$ cat src/rtl/exc_commit.sv
// Writeback commit controller: resolves interrupt / exception / ERET / MTC0 for the WB
// instruction, drives the CP0 strobes and pipeline flush, and holds the fetch redirect.
module exc_commit #(
    parameter logic [31:0] EX_VECTOR = 32'hBFC0_0380,
    parameter logic [4:0]  EXC_INT   = 5'h00,
    parameter int unsigned CR_STATUS = 12,
    parameter int unsigned CR_CAUSE  = 13
) (
    input  logic        clk,
    input  logic        resetn,
    input  logic        ws_valid,
    input  logic [31:0] ws_pc,
    input  logic        ws_bd,
    input  logic        ws_ex,
    input  logic [4:0]  ws_excode,
    input  logic [31:0] ws_badvaddr,
    input  logic        ws_eret,
    input  logic        ws_mtc0,
    input  logic [4:0]  ws_c0_addr,
    input  logic [31:0] ws_c0_wdata,
    input  logic        c0_status_ie,
    input  logic        c0_status_exl,
    input  logic [7:0]  c0_status_im,
    input  logic [7:0]  c0_cause_ip,
    input  logic [31:0] c0_epc,
    input  logic        redirect_ready,
    output logic        cp0_ex,
    output logic [4:0]  cp0_excode,
    output logic [31:0] cp0_badvaddr,
    output logic        cp0_bd,
    output logic [31:0] cp0_pc,
    output logic        cp0_mtc0_we,
    output logic [4:0]  cp0_waddr,
    output logic [31:0] cp0_wdata,
    output logic        cp0_eret,
    output logic        flush,
    output logic        ws_allowin,
    output logic        redirect_valid,
    output logic [31:0] redirect_pc
);

    localparam logic [4:0] StatusAddr = 5'(CR_STATUS);
    localparam logic [4:0] CauseAddr  = 5'(CR_CAUSE);

    typedef enum logic [0:0] {StIdle, StRedir} state_e;

    state_e      state_q, state_d;
    logic        int_block_q, int_block_d;
    logic [31:0] redirect_pc_q, redirect_pc_d;

    logic idle;
    logic commit;
    logic int_pending;
    logic take_int, take_ex, take_eret, take_mtc0;

    assign idle        = (state_q == StIdle);
    assign commit      = idle & ws_valid & resetn;
    assign int_pending = c0_status_ie & ~c0_status_exl & (|(c0_status_im & c0_cause_ip))
                         & ~int_block_q;

    // Fixed priority: interrupt > earlier-stage exception > ERET > MTC0.
    always_comb begin
        take_int  = 1'b0;
        take_ex   = 1'b0;
        take_eret = 1'b0;
        take_mtc0 = 1'b0;
        if (commit) begin
            if (int_pending) begin
                take_int = 1'b1;
            end else if (ws_ex) begin
                take_ex = 1'b1;
            end else if (ws_eret) begin
                take_eret = 1'b1;
            end else if (ws_mtc0) begin
                take_mtc0 = 1'b1;
            end
        end
    end

    assign cp0_ex       = take_int | take_ex;
    assign cp0_excode   = take_int ? EXC_INT : (take_ex ? ws_excode : 5'd0);
    assign cp0_badvaddr = take_ex ? ws_badvaddr : 32'd0;
    assign cp0_bd       = cp0_ex & ws_bd;
    assign cp0_pc       = cp0_ex ? ws_pc : 32'd0;
    assign cp0_eret     = take_eret;
    assign cp0_mtc0_we  = take_mtc0;
    assign cp0_waddr    = take_mtc0 ? ws_c0_addr : 5'd0;
    assign cp0_wdata    = take_mtc0 ? ws_c0_wdata : 32'd0;

    assign flush          = ~idle | cp0_ex | cp0_eret;
    assign ws_allowin     = idle;
    assign redirect_valid = ~idle;
    assign redirect_pc    = idle ? 32'd0 : redirect_pc_q;

    always_comb begin
        state_d       = state_q;
        redirect_pc_d = redirect_pc_q;
        // Block interrupts for one cycle while CP0 absorbs an ERET or Status/Cause write.
        int_block_d   = take_eret |
                        (take_mtc0 & ((ws_c0_addr == StatusAddr) | (ws_c0_addr == CauseAddr)));
        unique case (state_q)
            StIdle: begin
                if (cp0_ex) begin
                    redirect_pc_d = EX_VECTOR;
                    state_d       = StRedir;
                end else if (cp0_eret) begin
                    redirect_pc_d = c0_epc;
                    state_d       = StRedir;
                end
            end
            StRedir: begin
                if (redirect_ready) begin
                    state_d = StIdle;
                end
            end
            default: state_d = StIdle;
        endcase
    end

    always_ff @(posedge clk or negedge resetn) begin
        if (!resetn) begin
            state_q       <= StIdle;
            int_block_q   <= 1'b0;
            redirect_pc_q <= 32'd0;
        end else begin
            state_q       <= state_d;
            int_block_q   <= int_block_d;
            redirect_pc_q <= redirect_pc_d;
        end
    end

endmodule

$ cat config.mk
export PLATFORM = sky130hd
export DESIGN_NAME = exc_commit
export DESIGN_NICKNAME = d
export VERILOG_FILES = /design/src/rtl/exc_commit.sv
export SDC_FILE = /design/constraint.sdc
export NUM_CORES = 1
export LEC_CHECK = 0
export ABC_AREA = 1
export CAP_MARGIN = 0
export CORE_AREA = 2 2 120 122
export CTS_BUF_LIST = sky130_fd_sc_hd__clkbuf_16
export DETAILED_ROUTE_END_ITERATION = 7
export DIE_AREA = 0 0 122 124
export PLACE_DENSITY = 0.62
export SLEW_MARGIN = 20
export SYNTH_ARGS = -nofsm -noshare
export SYNTH_HDL_FRONTEND = slang
export SYNTH_SLANG_ARGS = --single-unit
$ cat constraint.sdc
create_clock -name clk -period 1.8 [get_ports clk]
set_input_delay 0.36 -clock clk [delete_from_list [all_inputs] [get_ports clk]]
set_output_delay 0.36 -clock clk [all_outputs]
set_load 0.01 [all_outputs]
* Word-level counts from Yosys, hierarchy flattened
Cells that the tools add are included.
** Storage, ports and cells
- Flip-flop bits (word level) :: 34
- Input port bits :: 164
** Cells by class
- Equal/unequal tests :: 2
- Multiplexer cells :: 27
- Bitwise gates (word level) :: 16
- Reductions and logical operators :: 3
** Operators by type and width (number)
- 2-to-1 mux 32 bit :: 6
- 2-to-1 mux 1 bit :: 17
- 2-to-1 mux 5 bit :: 3
- == test 5 x 4 -> 1 bit, second input constant :: 2
- bitwise AND 8 bit :: 1
- OR reduction 8 bit :: 1
- bitwise AND 1 bit :: 7
- OR 1 bit :: 5
- NOT 1 bit :: 3
- case mux 1 bit (2 select lines) :: 1
- AND reduction 2 bit :: 1
- nonzero test 2 bit :: 1

* Depth between registers and ports, before layout
- Word-level depth :: 9
- Depth in mapped cells :: 10
- Mapped depth without buffers :: 8

* Worst setup path before layout
OpenSTA, ideal clock, no wires.
- Path kind :: register to output
- From :: register state_q, in the netlist redirect_valid
- To :: output cp0_wdata[12]
- Arrival time :: 1274 ps
- Required time :: 1440 ps
- Setup slack :: 166 ps
- Stages on the path, launching flop included :: 9
- Path through :: dfrtp_1 > buf_6 > inv_4 > nand3_4 > inv_4 > nand3_2 > buf_6 > buf_6 > nor2_2
** On the way
- Word-level cells in the longest chain between the ends :: 5
** Ends and longest elaborated chain
- start: declaration :: line 47 : state_e state_q, state_d;
- start signal: assignment :: line 122 : state_q <= StIdle;
- start signal: assignment :: line 126 : state_q <= state_d;
- NOT 1 bit (no source line)
- net ws_allowin :: line 37 : output logic ws_allowin,
- bitwise AND 1 bit (2 in a row) :: line 57 : assign commit = idle & ws_valid & resetn;
- 2-to-1 mux 1 bit :: line 67 : if (commit) begin
- 2-to-1 mux 32 bit :: line 88 : assign cp0_wdata = take_mtc0 ? ws_c0_wdata : 32'd0;
- end: declaration :: line 34 : output logic [31:0] cp0_wdata,
The timed path passes the listed nets, and every way through them passes these cells.

* Worst setup path in the final report
- From :: input c0_status_im[6]
- To :: output cp0_waddr[2]
** On the way
- Word-level cells in the longest chain between the ends :: 7
** Ends and longest elaborated chain
- start: declaration :: line 23 : input logic [7:0] c0_status_im,
- bitwise AND 8 bit :: line 58 : assign int_pending = c0_status_ie & ~c0_status_exl & (|(c0_status_im & c0_cause_ip))
- OR reduction 8 bit :: line 58
- bitwise AND 1 bit :: line 58
- bitwise AND 1 bit :: line 59 : & ~int_block_q;
- 2-to-1 mux 1 bit :: line 68 : if (int_pending) begin
- 2-to-1 mux 1 bit :: line 67
- 2-to-1 mux 5 bit :: line 87 : assign cp0_waddr = take_mtc0 ? ws_c0_addr : 5'd0;
- end: declaration :: line 33 : output logic [4:0] cp0_waddr,
Every way passes these cells.

==> results.yml <==
run_status:
  outcome: "complete, but fails checks"
  violations: "setup timing"
power_and_ir_drop:
  p_clk_share_pct: 23.4
  power.density_mw_per_mm2: 432
  power.total_w: 0.00347
  p_switching_w: 0.00115
  p_leak_nw: 4.48
  p_sw_share_pct: 33.1
  power_frac_comb_pct: 48.6
  ir_drop_mv: 0.352
  pwr-share-seq_pct: 28.0
  p_int_w: 0.00233
global_route:
  grt_max_degree: 46
  met3_usage_pct: 4.08
  use_met2_pct: 35.3
  grt_first_pass_wirelength_um: 21900
  grt-busiest-layer: "met2"
  overflow: 0
  grtUsageTotal_pct: 18.7
  antenna_found_initial: 2
  grt_pass1_vias: 4007
  grtUsageMet1_pct: 21.4
clock_tree:
  cts_made_buffers: 5
  cts_sinks: 34
  postCtsHoldBufs: 0
  clk_latency_ns: 0.27
  path_clk_slew_ns: 0.05
  h-tree-depth: 2
  cts_tree: "done"
  cts_buffer_depth: 2
  cts-root-buf: "clkbuf_16"
yosys:
  synth_area_leaders: "dfrtp_1, inv_1, nand2_1"
  syn_inst: 529
  synth_top_area_share_pct: 28.0
  syn_nets: 693
  yosys-top-cells-count: "inv_1, nand2_1, nor2_1"
  netlist.top_cell.by_area: "dfrtp_1"
  async_flop_share_pct: 100
  synth.most_common_cell: "inv_1"
  synth_area_per_cell_um2: 5.74
  synth_cell_types: 21
  ys_warn_count: 0
  synth_flop_cell: "dfrtp_1"
  ys_ff_latch: 34
  netlist_area_mm2: 0.00304
  synth_enable_flop_cells: 0
  yosysSeqAreaShare_pct: 28.0
setup_path:
  r2r_cells: 12
  cp_top_family: "buffers and inverters"
  r2r_end: "int_block_q"
  rr_startpoint: "redirect_valid"
  cpMaxStageDelayCell: "buf_2"
  cp-start-kind: "input port"
  reg2reg_slack_ns: 0.12
  crit_type: "in2out"
  critical_path.cell_chain: "buf_2 -> nand2_2 -> nand2_2 -> nor2_2 -> nand2_2 -> nand2_2 -> buf_6 -> nand3_4 -> buf_6 -> buf_6 -> buf_8 -> buf_6 -> nor2_2 -> buf_2"
  critPathMaxStageDelay_ns: 0.16
  cp.arrival_ns: 1.91
  critPathMaxFanout: 4
  critPathRequiredTime_ns: 1.44
  end_kind: "output port"
  startpoint: "c0_status_im[6]"
  path_buf_inv: 7
finish:
  nFillCells: 1253
  final_layout_size_suffix_gt1_share_pct: 38.8
  nets: 1089
  instances_no_fill: 1107
  design_area_mm2: 0.00803
  syn2layout_area_growth_pct: 165
die:
  io_pins: 309
  initial_core_util_pct: 22.1
  dieArea_mm2: 0.0151
  die_h_um: 124
  rows: 43
  core_mm2: 0.0137
  dieWidth_um: 122
routing:
  via_count: 4437
  wl_per_cell_um: 15.0
  ant_nets: 0
  firstDrtPassIters: 4
  wl_um: 16600
  vias_per_cell: 4.01
  drt_iter0_drc: 147
  route.detailed.drc: 0
timing:
  setup_ws_ns: -0.467
  drv_slew: 0
  tightest_slew_ns: 0.434
  hold_viol_final: 0
  relSlewSlack_pct: 71.1
  fmax_mhz: 441
  fin_crit_sh_pct: 126
  finalCriticalPeriod_ns: 2.27
  rsz0062_at_grt: "true"
  setup_viol: 111
  fin_skew_ns: 0.00213
placed_design:
  placedCellCount: 1011
  placed_cell_area_mm2: 0.00634
  dp_hpwl_um: 10800
  numPortBuffers: 308
  place_congestion: 0.753
run:
  cap_violations: 0
hold_path:
  worstHoldPathType: "in2async"
-- state kept, by name (all words and copies together) (netlist names) --
name	cells
redirect_pc_q	32
int_block_q	1
redirect_valid	1
-- worst max-delay path by stage --
stage                                  end  slack, ns  depth (start not counted)
after global routing      cp0_badvaddr[22]      -0.54                         11
after floorplan              cp0_wdata[12]       0.17                          8
final                         cp0_waddr[2]      -0.47                         14
after global placement    cp0_badvaddr[25]      -0.78                         10
after CTS                 cp0_badvaddr[12]      -0.48                         11
after detailed placement         cp0_pc[5]      -0.77                         11
-- per-stage QoR --
step | setup TNS, ns | setup WS [ns] | hold slack [ns] | utilization [%]
after floorplan | 0 | 0.166 | 0.0644 | -
after global placement | -89.37 | -0.783 | 0.497 | 46.2
after detailed placement | -89.41 | -0.774 | 0.501 | 46.2
after CTS | -37.07 | -0.477 | 0.204 | 50.5
after global routing | -43.26 | -0.545 | 0.234 | 58.5
final | -35.62 | -0.467 | 0.179 | 58.5
-- logic make-up (layout without fill, tap and decap cells) --
logic type / count (synthesis) / count (layout) / synth area share (%)
and+or+nand+nor: 280 / 280 / 41.7
other: 0 / 1 / 0
buffers and inverters: 203 / 600 / 28.3
AOI/OAI and AO/OA: 12 / 12 / 1.98
DFF: 34 / 34 / 28.0
-- power groups by stage --
stage                     sequential, W  clock (W)  combinational [W]
after floorplan                0.000965          0           0.000596
after global placement         0.000981          0            0.00139
after detailed placement       0.000981          0            0.00140
after CTS                      0.000974   0.000840            0.00149
after global routing           0.000989   0.000867            0.00184
final                          0.000974   0.000813            0.00169
-- area by class of cell --
| type | instances | area, µm² | area share, % |
|---|---|---|---|
| diodes | 1 | 2.50 | 0.0312 |
| multi-input cells | 292 | 1860 | 23.1 |
| clock buffers | 5 | 125 | 1.56 |
| flip-flops and latches | 34 | 852 | 10.6 |
| inverters | 177 | 674 | 8.40 |
| repair buffers | 415 | 4280 | 53.3 |
| clock inverters | 3 | 12.5 | 0.156 |
| well taps | 180 | 225 | 2.80 |
-- repair_timing --
item | CTS | global route
pin swaps | 14 | 30
setup buffers | 62 | 27
resized for setup | 612 | 255
endpoints found under the setup margin | 145 | 163
cloned | 9 | 2
-- layout by cell type (no fill, tap or decap), types with 3 or more instances in the layout --
cell type and instances:
inv_1 175, clkdlybuf4s50_1 140, buf_6 124, nand2_1 105, nor2_4 67, buf_2 49
nor2_1 38, dfrtp_1 33, dlygate4sd2_1 32, buf_4 30, nor2_2 25, nand3_1 20
buf_12 15, o21ai_1 12, nand2_2 8, buf_8 8, clkbuf_16 7, buf_16 7
nand4_1 6, clkdlybuf4s15_1 5, nand2_4 3
-- per-layer routing --
metal | wire (µm) | vias to the layer above
li1 | - | 2241
met1 | 5890 | 1997
met2 | 8960 | 161
met3 | 1110 | 36
met4 | 596 | 2
met5 | 13 | -
(Power assumes the default switching activity.)
